`config.mk`:
```
export PLATFORM = sky130hd
export DESIGN_NAME = genius_control
export DESIGN_NICKNAME = d
export VERILOG_FILES = /design/src/rtl/genius_pkg.sv /design/src/rtl/genius_pace_timer.sv /design/src/rtl/genius_control.sv
export SDC_FILE = /design/constraint.sdc
export NUM_CORES = 1
export LEC_CHECK = 0
export BUFFER_PORTS_ARGS = -buffer_cell sky130_fd_sc_hd__clkbuf_2
export CORE_AREA = 4 4 41 43
export DETAILED_ROUTE_END_ITERATION = 8
export DIE_AREA = 0 0 45 47
export GPL_TIMING_DRIVEN = 0
export PLACE_DENSITY = 0.69
export REMOVE_ABC_BUFFERS = 1
export SETUP_SLACK_MARGIN = 0.15
export SKIP_CTS_REPAIR_TIMING = 1
export SLEW_MARGIN = 0
export SYNTH_ARGS = -nofsm -noshare
export SYNTH_HDL_FRONTEND = slang
export SYNTH_SLANG_ARGS = --single-unit
```
`constraint.sdc`:
```
create_clock -name clk -period 1.5 [get_ports clk]
set_input_delay 0.3 -clock clk [delete_from_list [all_inputs] [get_ports clk]]
set_output_delay 0.3 -clock clk [all_outputs]
set_load 0.05 [all_outputs]
```
`src/rtl/genius_pkg.sv`:
```
// Shared definitions for the Genius (Simon) game controller: state codes,
// default playback pacing and bit positions of the strobe debug bus.
package genius_pkg;

  typedef enum logic [2:0] {
    ST_INIT       = 3'd0,
    ST_SETUP      = 3'd1,
    ST_PLAY_FPGA  = 3'd2,
    ST_PLAY_USER  = 3'd3,
    ST_CHECK      = 3'd4,
    ST_NEXT_ROUND = 3'd5,
    ST_RESULT     = 3'd6
  } state_t;

  localparam int SHOW_TICKS_DEF = 4;

  // Strobe bus layout, LSB first.
  localparam int STB_SEL = 0;
  localparam int STB_E4  = 1;
  localparam int STB_E3  = 2;
  localparam int STB_E2  = 3;
  localparam int STB_E1  = 4;
  localparam int STB_R2  = 5;
  localparam int STB_R1  = 6;
  localparam int NUM_STB = 7;

endpackage

```
`src/rtl/genius_pace_timer.sv`:
```
// Playback pacing counter: counts enabled cycles 0..SHOW_TICKS-1 and raises
// tick combinationally on the last one, wrapping back to zero.
module genius_pace_timer #(
  parameter int SHOW_TICKS = genius_pkg::SHOW_TICKS_DEF,
  parameter int PACE_W     = $clog2(SHOW_TICKS)
) (
  input  logic clk,
  input  logic R,
  input  logic clr,
  input  logic en,
  output logic tick
);

  localparam logic [PACE_W-1:0] LAST = PACE_W'(SHOW_TICKS - 1);

  logic [PACE_W-1:0] cnt_reg;

  assign tick = en && (cnt_reg == LAST);

  always_ff @(posedge clk or posedge R) begin
    if (R) begin
      cnt_reg <= '0;
    end else if (clr) begin
      cnt_reg <= '0;
    end else if (en) begin
      cnt_reg <= tick ? '0 : cnt_reg + PACE_W'(1);
    end
  end

endmodule

```
`src/rtl/genius_control.sv`:
```
// Game-sequencing FSM for the Genius memory game: paces FPGA playback,
// judges user keys and drives the datapath counter strobes.
module genius_control
  import genius_pkg::*;
#(
  parameter int SHOW_TICKS = SHOW_TICKS_DEF,
  parameter int PACE_W     = $clog2(SHOW_TICKS)
) (
  input  logic       clk,
  input  logic       R,
  input  logic       enter,
  input  logic       key_valid,
  input  logic       match,
  input  logic       end_FPGA,
  input  logic       end_User,
  input  logic       end_round,
  input  logic       end_time,
  output logic       R1,
  output logic       R2,
  output logic       E1,
  output logic       E2,
  output logic       E3,
  output logic       E4,
  output logic       SEL,
  output logic       win,
  output logic       lose,
  output logic [2:0] state
);

  state_t               state_reg;
  logic                 win_reg;
  logic                 lose_reg;
  logic                 pace_clr;
  logic                 pace_en;
  logic                 pace_tick;
  logic [NUM_STB-1:0]   stb;

  // Each round restarts playback from a fresh pace count.
  assign pace_clr = (state_reg == ST_SETUP) || (state_reg == ST_NEXT_ROUND);
  assign pace_en  = (state_reg == ST_PLAY_FPGA);

  genius_pace_timer #(
    .SHOW_TICKS (SHOW_TICKS),
    .PACE_W     (PACE_W)
  ) u_pace (
    .clk  (clk),
    .R    (R),
    .clr  (pace_clr),
    .en   (pace_en),
    .tick (pace_tick)
  );

  always_ff @(posedge clk or posedge R) begin
    if (R) begin
      state_reg <= ST_INIT;
      win_reg   <= 1'b0;
      lose_reg  <= 1'b0;
    end else begin
      case (state_reg)
        ST_INIT: begin
          if (enter) state_reg <= ST_SETUP;
        end
        ST_SETUP: begin
          state_reg <= ST_PLAY_FPGA;
        end
        ST_PLAY_FPGA: begin
          if (pace_tick && end_FPGA) state_reg <= ST_PLAY_USER;
        end
        ST_PLAY_USER: begin
          // A key press takes priority over a simultaneous timeout.
          if (key_valid) begin
            if (!match) begin
              state_reg <= ST_RESULT;
              lose_reg  <= 1'b1;
            end else if (end_User) begin
              state_reg <= ST_CHECK;
            end
          end else if (end_time) begin
            state_reg <= ST_RESULT;
            lose_reg  <= 1'b1;
          end
        end
        ST_CHECK: begin
          if (end_round) begin
            state_reg <= ST_RESULT;
            win_reg   <= 1'b1;
          end else begin
            state_reg <= ST_NEXT_ROUND;
          end
        end
        ST_NEXT_ROUND: begin
          state_reg <= ST_PLAY_FPGA;
        end
        ST_RESULT: begin
          if (enter) begin
            state_reg <= ST_INIT;
            win_reg   <= 1'b0;
            lose_reg  <= 1'b0;
          end
        end
        default: begin
          state_reg <= ST_INIT;
          win_reg   <= 1'b0;
          lose_reg  <= 1'b0;
        end
      endcase
    end
  end

  always_comb begin
    stb = '0;
    case (state_reg)
      ST_INIT: begin
        stb[STB_R1] = 1'b1;
        stb[STB_R2] = 1'b1;
      end
      ST_SETUP: begin
        stb[STB_E1] = 1'b1;
        stb[STB_R2] = 1'b1;
      end
      ST_PLAY_FPGA: begin
        stb[STB_E3] = pace_tick && !end_FPGA;
      end
      ST_PLAY_USER: begin
        stb[STB_SEL] = 1'b1;
        stb[STB_E4]  = key_valid && match && !end_User;
      end
      ST_NEXT_ROUND: begin
        stb[STB_E2] = 1'b1;
        stb[STB_R2] = 1'b1;
      end
      ST_CHECK, ST_RESULT: begin
        stb = '0;
      end
      default: begin
        stb[STB_R1] = 1'b1;
        stb[STB_R2] = 1'b1;
      end
    endcase
    // Hold the datapath in reset while R is asserted, whatever the state.
    if (R) begin
      stb         = '0;
      stb[STB_R1] = 1'b1;
      stb[STB_R2] = 1'b1;
    end
  end

  assign R1    = stb[STB_R1];
  assign R2    = stb[STB_R2];
  assign E1    = stb[STB_E1];
  assign E2    = stb[STB_E2];
  assign E3    = stb[STB_E3];
  assign E4    = stb[STB_E4];
  assign SEL   = stb[STB_SEL];
  assign win   = win_reg;
  assign lose  = lose_reg;
  assign state = state_reg;

endmodule

```
# Word-level counts from Yosys, hierarchy flattened
# Index checks and enable logic that the tools add are counted.
# totals
elab_cells	65
in_bits	9
reg_bits	7
out_inout_bits	12
# op_classes
n_bitwise	2
add_sub_neg	1
eq_ne	14
reduce_logical	18
muxes	26
# ops
operator	n
3-bit two-way mux	7
3-bit case mux with 6 select lines	1
1-bit two-way mux	10
2-bit two-way mux	5
5-bit OR reduction	2
3-bit == test, second input constant	3
2-bit inequality test, second input constant	4
7-bit two-way mux	1
3-bit by 2-bit == test with 1-bit output, second input constant	2
3-bit inequality test, second input constant	2
1-bit case mux with 3 select lines	2
6-bit OR reduction	1
1-bit logical AND	5
5-bit AND reduction	1
4-bit inequality test, second input constant	1
4-bit AND reduction	1
4-bit OR reduction	1
3-bit by 1-bit == test with 1-bit output, second input constant	1
3-bit zero test	1
3-bit AND reduction	1
2-bit by 1-bit adder with 2-bit output, second input constant	1
2-bit == test, second input constant	1
1-bit zero test	2
1-bit NOT	2
other kinds (3)	3

# Logic depth before layout (Yosys ltp)
# Gate-level depths: netlist of the first run.
# depth
ltp_word	5
ltp_mapped	5
ltp_nobuf	5

# By module
# Synthesis of the first run repeated with hierarchy kept, for this count alone.
# hier_totals
hier_cells	61
area_unflattened_um2	511.7
# modules_own_cells
module	instances	area_each_um2	seq_area_each_um2	cells_per_inst
genius_control	1	401.6	125.1	51
genius_pace_timer	1	110.1	50.0	10

# Worst setup path before layout of the first run
# No wires, ideal clock.
# synth_path
kind	register to output
from	register state_reg[1], in the netlist state[1]
to	output E3
slack_ns	-1.599
stages_incl_launch_ff	5
path_buffers	2
t_arrival_ns	2.799
t_required_ns	1.200
cell_sequence	dfrtp_1 -> buf_2 -> buf_2 -> nand2_1 -> nor4b_1
# synth_between
elab_chain_len	5
# synth_rtl
item	line_no	rtl
start: declaration	genius_control.sv:30	state_t state_reg;
start signal: assignment	genius_control.sv:55	state_reg <= ST_INIT;
start signal: assignment	genius_control.sv:61	if (enter) state_reg <= ST_SETUP;
start signal: assignment	genius_control.sv:64	state_reg <= ST_PLAY_FPGA;
3-bit by 2-bit == test with 1-bit output (*)	genius_control.sv:40, genius_control.sv:112	
1-bit logical AND	genius_pace_timer.sv:18	assign tick = en && (cnt_reg == LAST);
1-bit logical AND	genius_control.sv:122	stb[STB_E3] = pace_tick && !end_FPGA;
1-bit two-way mux (*)	genius_control.sv:112	case (state_reg)
7-bit two-way mux (*)	genius_control.sv:141	if (R) begin
end: declaration	genius_control.sv:22	output logic E3,
# Every way passes the cells marked *; elsewhere a longest branch is shown, timed or not.

# Worst setup path after layout of the first run
# layout_path
from	register state_reg[2], in the netlist state[2]
to	output E2
# layout_between
elab_chain_len	3
# layout_rtl
item	line_no	rtl
3-bit == test	genius_control.sv:112	
1-bit two-way mux	genius_control.sv:112	
7-bit two-way mux	genius_control.sv:141	
end: declaration	genius_control.sv:21	output logic E2,
# Every way passes these cells.

==> results of run 1 <==
-- cell usage after synthesis --
master    number
o221ai_1       1
buf_4          1
o32a_1         1
nand3_1        3
nor4_1         1
o32ai_1        1
mux2i_1        2
or2_2          1
nand4b_1       1
nand2b_1       1
nand2_1       10
nor2b_1        1
nor3_1         2
nor4b_1        1
clkinv_1       1
o21a_1         1
buf_2          3
o31ai_1        1
a21oi_1        3
dfrtp_1        7
nor2_1         8
a31oi_1        1
o21ai_0        5
ha_1           1
a221o_2        1
inv_1          4
a22o_1         3
o22ai_1        1
-- power breakdown --
group / internal, mW / switching (mW)
logic: 0.727 / 0.881
clock network: 0.102 / 0.0708
registers: 0.286 / 0.0953
total: 1.11 / 1.05
-- area by class of cell --
class	instances	area [sq um]
inverters	5	22.5
multi-input cells	51	344
well taps	15	18.8
clock buffers	4	26.3
flip-flops and latches	7	181
repair buffers	37	310
fillers	104	398
-- through the flow --
step / power, mW / TNS (ps) / setup slack [ps] / instances
after floorplan: 1.15 / -7940 / -1490 / 63
after global placement: 1.36 / -1700 / -280 / 98
after detailed placement: 1.37 / -1790 / -320 / 98
after CTS: 1.55 / -4070 / -602 / 102
after global routing: 2.30 / -1930 / -282 / 119
final: 2.16 / -1220 / -207 / 119
-- layer usage --
layer  global-route usage [%]  vias to the layer above
met1                     18.6                      324
met4                     3.51                        0
met2                     22.6                       19
met5                        0                        -
li1                         -                      320
met3                     3.45                        4
-- critical path: cells and delay by family (launching register included) --
| family | cells | cell delay (ps) |
|---|---|---|
| simple gates | 1 | 150 |
| buf+inv | 3 | 590 |
| flops | 1 | 420 |
-- final timing paths --
path,end,slack (ps),cells after the start
worst min-delay path,lose,60,2
max in group asynchronous,state[1],1150,2
min in group clk,state[1],330,2
worst min register to register,lose,510,2
worst max register to register,state[1],-90,6
worst max-delay path,E2,-210,4
-- kinds of logic after synthesis --
| logic type | count (synthesis) | synth area share (%) |
|---|---|---|
| simple gates | 29 | 26.2 |
| compound gates | 19 | 25.7 |
| buf+inv | 9 | 7.99 |
| mux | 2 | 3.87 |
| flops | 7 | 33.9 |
| fa+ha+maj | 1 | 2.42 |
==> flow_metrics.py, run 1 <==
metrics = {
    "run_status": {
        "status": "finished, violations left",
        "failed_checks": "negative setup slack",
    },
    "setup_path": {
        "cp_max_fo": 5,
        "cpMaxStageDelayCell": "dfrtp_2",
        "critical-path-max-stage-delay_ps": 420,
        "crit_required_ps": 1200,
        "path_cells": "clkinvlp_4, buf_4, nor4_2, buf_4",
        "crit_start": "state[2]",
        "worstPathArrival_ps": 1410,
        "crit_path_end_kind": "primary output",
        "worstReg2RegStart": "state[1]",
        "start_kind": "flop",
        "criticalPathCategory": "flop to primary output",
        "crit_path_frequent_cell": "buf_4",
    },
    "synth": {
        "synth_warnings": 0,
        "synth_top_area_cell": "dfrtp_1",
        "netlist_area_sq_um": 517,
        "synth-seq-cells": 7,
        "syn_area_per_cell_sq_um": 7.71,
        "ys_seq_area_share_pct": 33.9,
        "synthDistinctLibCells": 28,
        "synth_top_area_share_pct": 33.9,
        "ys_top_cells_by_area": "dfrtp_1 (34%), nand2_1 (7.3%), nor2_1 (5.8%)",
        "syn_inst": 67,
    },
    "detailed_routing": {
        "wl_met2_microns": 890,
        "dr.pass1.iters": 4,
        "drt-met1-wl_microns": 772,
        "drc": 0,
        "viasPerCell": 5.61,
        "top_layer_used": "met4",
        "vias": 667,
        "wl_met3_microns": 92,
        "wl_per_cell_microns": 15.0,
        "drtIter0Drc": 10,
        "drt_wl_total_mm": 1.78,
        "antenna_left": 0,
    },
    "pwr": {
        "leakagePower_nw": 0.431,
        "power_density_nw_per_um2": 2390,
        "ir_drop_mv": 1.48,
    },
    "cells_and_area": {
        "finalInstanceArea_sq_um": 903,
        "most-common-layout-cells": "buf_4 (15), clkbuf_2 (10), nand2_1 (9)",
        "final_core_util_pct": 69.4,
        "layout_commonest_cell": "buf_4",
        "antennaDiodeCount": 0,
        "areaGrowthSynthToFinish_pct": 74.8,
        "largest_register_ffs": 3,
        "layout-drive-gt1-share_pct": 51.9,
        "layout.nets": 115,
    },
    "grt": {
        "grt_max_degree": 23,
        "grt_pass1_wl_mm": 2.17,
        "grt_pass1_vias": 508,
        "grt_usage_pct": 13.9,
        "grt_overflow": 0,
        "antenna_found_initial": 0,
    },
    "die": {
        "rows": 13,
        "start_util_pct": 39.7,
        "die_y_microns": 47,
        "fp.dieArea_sq_um": 2120,
        "core_sq_um": 1300,
        "num_io_pins": 21,
        "die_w_microns": 45,
    },
    "flow_run": {
        "maxCapViolCount": 0,
    },
    "sta": {
        "finalCritPeriodShare_pct": 114,
        "max_freq_mhz": 586,
        "maxSlewHeadroom_pct": 75.8,
        "holdWs_ps": 60.7,
        "rsz0062_at_grt": "true",
        "hold_violations": 0,
        "skew_ps": 0.762,
        "worstMarginPinSlew_ps": 362,
        "worst_slack_ps": -207,
        "setup_violations": 10,
        "report.final.slew_viol_count": 0,
        "period_minus_slack_ps": 1710,
    },
    "cts": {
        "cts_tree": "built",
        "htreeDepth": 1,
        "clock_sinks": 7,
        "insertion_delay_ps": 250,
        "cts-root-buf": "clkbuf_4",
        "clock_path_buffers": 2,
        "numCtsBuffers": 3,
        "clkTransAtPathRegs_ps": 50,
    },
    "placed_design": {
        "hpwl_microns": 962,
        "placed_area_sq_um": 613,
        "gp_congestion": 0.767,
        "port_buffers": 20,
    },
    "min_path": {
        "min_path_type": "input port to async pin",
    },
}
Note: power is estimated with default switching activity, not from simulation.
==> run 2: changes to the inputs <==
Settings changed: CORE_AREA 4 4 41 43 to unset, CORE_MARGIN set to 4, CORE_UTILIZATION set to 25, DIE_AREA 0 0 45 47 to unset, PLACE_DENSITY 0.69 to unset, SKIP_CTS_REPAIR_TIMING 1 to unset.
==> flow_metrics.py, run 2 (same netlist as run 1, synthesis figures left out) <==
metrics = {
    "run_status": {
        "status": "finished, violations left",
        "failed_checks": "negative setup slack",
    },
    "cts": {
        "clkTransAtPathRegs_ps": 60,
        "cts_tree": "built",
        "insertion_delay_ps": 260,
        "hold_buffers": 0,
        "cts-root-buf": "clkbuf_4",
        "clock_sinks": 7,
        "htreeDepth": 1,
        "numCtsBuffers": 3,
        "clock_path_buffers": 2,
    },
    "detailed_routing": {
        "drtIter0Drc": 19,
        "vias": 646,
        "dr.pass1.iters": 4,
        "drc": 0,
        "wl_per_cell_microns": 13.7,
        "drt_wl_total_mm": 1.81,
        "antenna_left": 0,
        "viasPerCell": 4.89,
    },
    "cells_and_area": {
        "layout.nets": 116,
        "finalInstanceArea_sq_um": 990,
        "layout_commonest_cell": "buf_4",
        "most-common-layout-cells": "buf_4 (16), clkbuf_2 (10), nand2_1 (8)",
        "fillers": 201,
        "final_core_util_pct": 50.4,
        "layout-drive-gt1-share_pct": 59.0,
        "largest_register_ffs": 3,
        "areaGrowthSynthToFinish_pct": 91.5,
        "antennaDiodeCount": 0,
    },
    "setup_path": {
        "start_kind": "flop",
        "path_cells": "inv_4, nand2_4, nor4b_4, buf_8",
        "criticalPathCategory": "flop to primary output",
        "crit_required_ps": 1200,
        "crit_path_end_kind": "primary output",
        "cpMaxStageDelayCell": "dfrtp_2",
        "critical-path-max-stage-delay_ps": 440,
        "worstRegToRegCells": 6,
        "worstPathArrival_ps": 1330,
        "cp_max_fo": 4,
    },
    "grt": {
        "grt_pass1_vias": 632,
        "grt_pass1_wl_mm": 2.84,
        "antenna_found_initial": 0,
        "grt_usage_pct": 13.7,
        "grt_max_degree": 12,
        "grt_overflow": 0,
    },
    "die": {
        "die_w_microns": 53.5,
        "fp.dieArea_sq_um": 2860,
        "core_sq_um": 1960,
        "rows": 16,
        "start_util_pct": 26.3,
        "num_io_pins": 21,
        "die_y_microns": 53.5,
    },
    "pwr": {
        "power_mw": 2.20,
        "power_density_nw_per_um2": 2220,
        "ir_drop_mv": 1.00,
        "leakagePower_nw": 0.437,
    },
    "sta": {
        "holdWs_ps": 102,
        "worstMarginPinSlew_ps": 278,
        "worst_slack_ps": -134,
        "skew_ps": 3.52,
        "max_freq_mhz": 612,
        "period_minus_slack_ps": 1630,
        "report.final.slew_viol_count": 0,
        "hold_violations": 0,
        "finalCritPeriodShare_pct": 109,
        "maxSlewHeadroom_pct": 81.5,
        "rsz0062_at_grt": "true",
        "setup_violations": 9,
    },
    "placed_design": {
        "hpwl_mm": 1.08,
        "port_buffers": 20,
        "gp_congestion": 0.777,
        "placed_area_sq_um": 628,
    },
    "flow_run": {
        "maxCapViolCount": 0,
    },
    "min_path": {
        "min_path_type": "input port to async pin",
    },
}
[run 2: power breakdown]
| group | switching [mW] | internal, mW |
|---|---|---|
| clock | 0.0835 | 0.102 |
| sequential | 0.121 | 0.281 |
| combinational | 0.902 | 0.713 |
[run 2: worst max-delay path: cells and delay by family, from the launching register on]
kind,cells,cell delay [ps]
buffers and inverters,2,270
DFF,1,440
and+or+nand+nor,2,360
[run 2: path summary, 6_finish.rpt]
path / startpoint / end / slack [ps]
setup / recovery: state[0] / E3 / -130
hold / removal: R / state[0] / 100
setup reg to reg: state[0] / state[0] / -40
hold reg to reg: lose / lose / 520
max in group asynchronous: R / state[2] / 1240
min in group clk: enter / state[1] / 320
[run 2: cell type report]
class,instances,area [sq um],area share (%)
clock buffer,4,26.3,2.65
sequential,7,179,18.1
multi-input combinational,51,405,41.0
inverter,5,30.0,3.03
tap,27,33.8,3.41
timing repair buffer,38,315,31.9
[run 2: stage by stage]
step	setup TNS (ps)	cells	worst slack, ps
floorplan	-7940	63	-1490
global placement	-1780	110	-267
detailed placement	-2000	110	-361
CTS	-1040	122	-165
global route	-1160	132	-194
finish	-623	132	-134
[run 2: repair_timing]
action                     CTS  global route
setup endpoints to repair   15            14
pin swaps                    2             6
gates resized for setup     34            22
buffers inserted             8            10
[run 2: metal layers]
layer  track usage (%)  vias to the layer above  wire length [microns]
li1                  -                      317                      -
met1              16.8                      308                    763
met2              23.3                       19                    932
met3              2.54                        2                    100
met4              5.11                        0                     16
met5                 0                        -                      0
==> run 3: changes to the inputs <==
==> constraint.sdc (replaced) <==
create_clock -name clk -period 1.5 [get_ports clk]
set_input_delay 0.075 -clock clk [delete_from_list [all_inputs] [get_ports clk]]
set_output_delay 0.075 -clock clk [all_outputs]
set_load 0.05 [all_outputs]
==> flow_metrics.py, run 3 (same netlist as run 1, synthesis figures left out) <==
metrics = {
    "cells_and_area": {
        "layout.nets": 118,
        "layout-drive-gt1-share_pct": 57.0,
        "layout_commonest_cell": "buf_4",
        "largest_register_ffs": 3,
        "areaGrowthSynthToFinish_pct": 89.1,
        "most-common-layout-cells": "buf_4 (14), clkbuf_2 (13), nand2_1 (9)",
        "antennaDiodeCount": 0,
        "fillers": 208,
    },
    "grt": {
        "grt_max_degree": 12,
        "grt_overflow": 0,
        "antenna_found_initial": 0,
        "grt_pass1_vias": 691,
        "grt_pass1_wl_mm": 3.12,
        "grt_usage_pct": 15.1,
    },
    "pwr": {
        "power_density_nw_per_um2": 2250,
        "leakagePower_nw": 0.456,
        "ir_drop_mv": 1.10,
        "power_mw": 2.20,
    },
    "detailed_routing": {
        "wl_met3_microns": 91,
        "drtIter0Drc": 22,
        "top_layer_used": "met4",
        "antenna_left": 0,
        "viasPerCell": 5.04,
        "drt_wl_total_mm": 1.93,
        "drc": 0,
        "vias": 675,
        "wl_met2_mm": 1.04,
        "wl_per_cell_microns": 14.4,
        "dr.pass1.iters": 4,
        "drt-met1-wl_microns": 767,
    },
    "sta": {
        "period_minus_slack_ps": 1450,
        "tns_ps": 0,
        "rsz0062_at_grt": "true",
        "maxSlewHeadroom_pct": 74.4,
        "report.final.slew_viol_count": 0,
        "finalCritPeriodShare_pct": 96.9,
        "worst_slack_ps": 45.9,
        "skew_ps": 3.90,
        "max_freq_mhz": 688,
        "setup_violations": 0,
        "worstMarginPinSlew_ps": 383,
        "hold_violations": 0,
    },
    "placed_design": {
        "gp_congestion": 0.777,
        "place_ws_ps": -251,
        "port_buffers": 20,
        "hpwl_mm": 1.08,
    },
    "setup_path": {
        "critical-path-max-stage-delay_ps": 440,
        "cpMaxStageDelayCell": "dfrtp_2",
        "path_buf_inv": 1,
        "reg2reg_to": "state[1]",
        "crit_family": "compound AO/OA/AOI/OAI gates",
        "crit_required_ps": 1650,
        "worstReg2RegStart": "state[0]",
        "cp_max_fo": 5,
        "worstPathArrival_ps": 1600,
        "path_cells": "buf_6, nand2b_4, o32ai_4, a221o_2, o32a_1",
        "worstRegToRegCells": 5,
        "start_kind": "flop",
        "criticalPathCategory": "flop to flop",
        "crit_path_end_kind": "flop",
        "rrSetupSlack_ps": 50,
    },
    "min_path": {
        "hp-start": "enter",
        "min_to": "state[1]",
        "min_path_type": "input port to flop",
        "hold_depth": 2,
    },
    "die": {
        "die_y_microns": 53.5,
        "die_w_microns": 53.5,
        "rows": 16,
        "num_io_pins": 21,
        "start_util_pct": 26.3,
        "fp.dieArea_sq_um": 2860,
        "core_sq_um": 1960,
    },
    "cts": {
        "cts-root-buf": "clkbuf_4",
        "insertion_delay_ps": 260,
        "numCtsBuffers": 3,
        "clock_sinks": 7,
        "cts_tree": "built",
        "clkTransAtPathRegs_ps": 60,
        "htreeDepth": 1,
        "clock_path_buffers": 2,
    },
    "run_status": {
        "status": "finished, final reports clean",
    },
    "flow_run": {
        "maxCapViolCount": 0,
    },
}
==> run 3: per-layer routing <==
layer  global-route usage [%]  vias to the layer above
met5                        0                        -
met4                     6.81                        0
met3                     2.82                        4
met2                     26.3                       22
met1                     17.6                      326
li1                         -                      323
==> run 3: worst register-to-register path, delay by kind of cell (launching register included) <==
family                 cells  cell delay [ps]
AND/OR/NAND/NOR            1              120
AO/OA/AOI/OAI              3              630
flip-flops                 1              440
buffers and inverters      1              140
==> run 3: how the worst max path moves through the flow <==
stage / from / end / cells after the start
6_report: state[0] / state[1] / 5
4_1_cts: state[2] / E3 / 4
3_5_place_dp: state[1] / state[1] / 4
3_3_place_gp: state[1] / state[1] / 4
2_1_floorplan: state[1] / E3 / 2
5_1_grt: state[2] / E3 / 4
==> run 3: final cells by class <==
cell class              count  area, sq um  share of cell area, %
flip-flops and latches      7          179                   18.3
multi-input cells          51          395                   40.5
inverters                   5         26.3                   2.69
clock buffers               4         26.3                   2.69
repair buffers             40          317                   32.4
well taps                  27         33.8                   3.46
==> run 3: stage by stage <==
| step | hold WS (ps) | area [sq um] | cells | utilization (%) |
|---|---|---|---|---|
| global placement | 76.3 | 628 | 110 | 32.0 |
| CTS | 96.4 | 883 | 130 | 45.0 |
| global route | 101 | 977 | 134 | 49.8 |
| finish | 96.4 | 977 | 134 | 49.8 |
| detailed placement | 84.2 | 628 | 110 | 32.0 |
| floorplan | -100 | 494 | 63 | - |
==> run 3: power breakdown <==
| part | switching [mW] | internal [mW] | total (mW) | leakage [nW] |
|---|---|---|---|---|
| Clock | 0.0848 | 0.103 | 0.187 | 0.0150 |
| Sequential | 0.0835 | 0.281 | 0.364 | 0.0787 |
| Combinational | 0.937 | 0.712 | 1.65 | 0.363 |
| Total | 1.11 | 1.10 | 2.20 | 0.456 |
==> run 3: repair_timing <==
| action | 4_1_cts | 5_1_grt |
|---|---|---|
| buffers inserted | 15 | 4 |
| endpoints found under the setup margin | 13 | 10 |
| endpoints found under the hold margin | 7 | 0 |
| pin swaps | 7 | 4 |
| cloned | 0 | 0 |
| hold buffers | 1 | 0 |
| gates resized for setup | 31 | 20 |
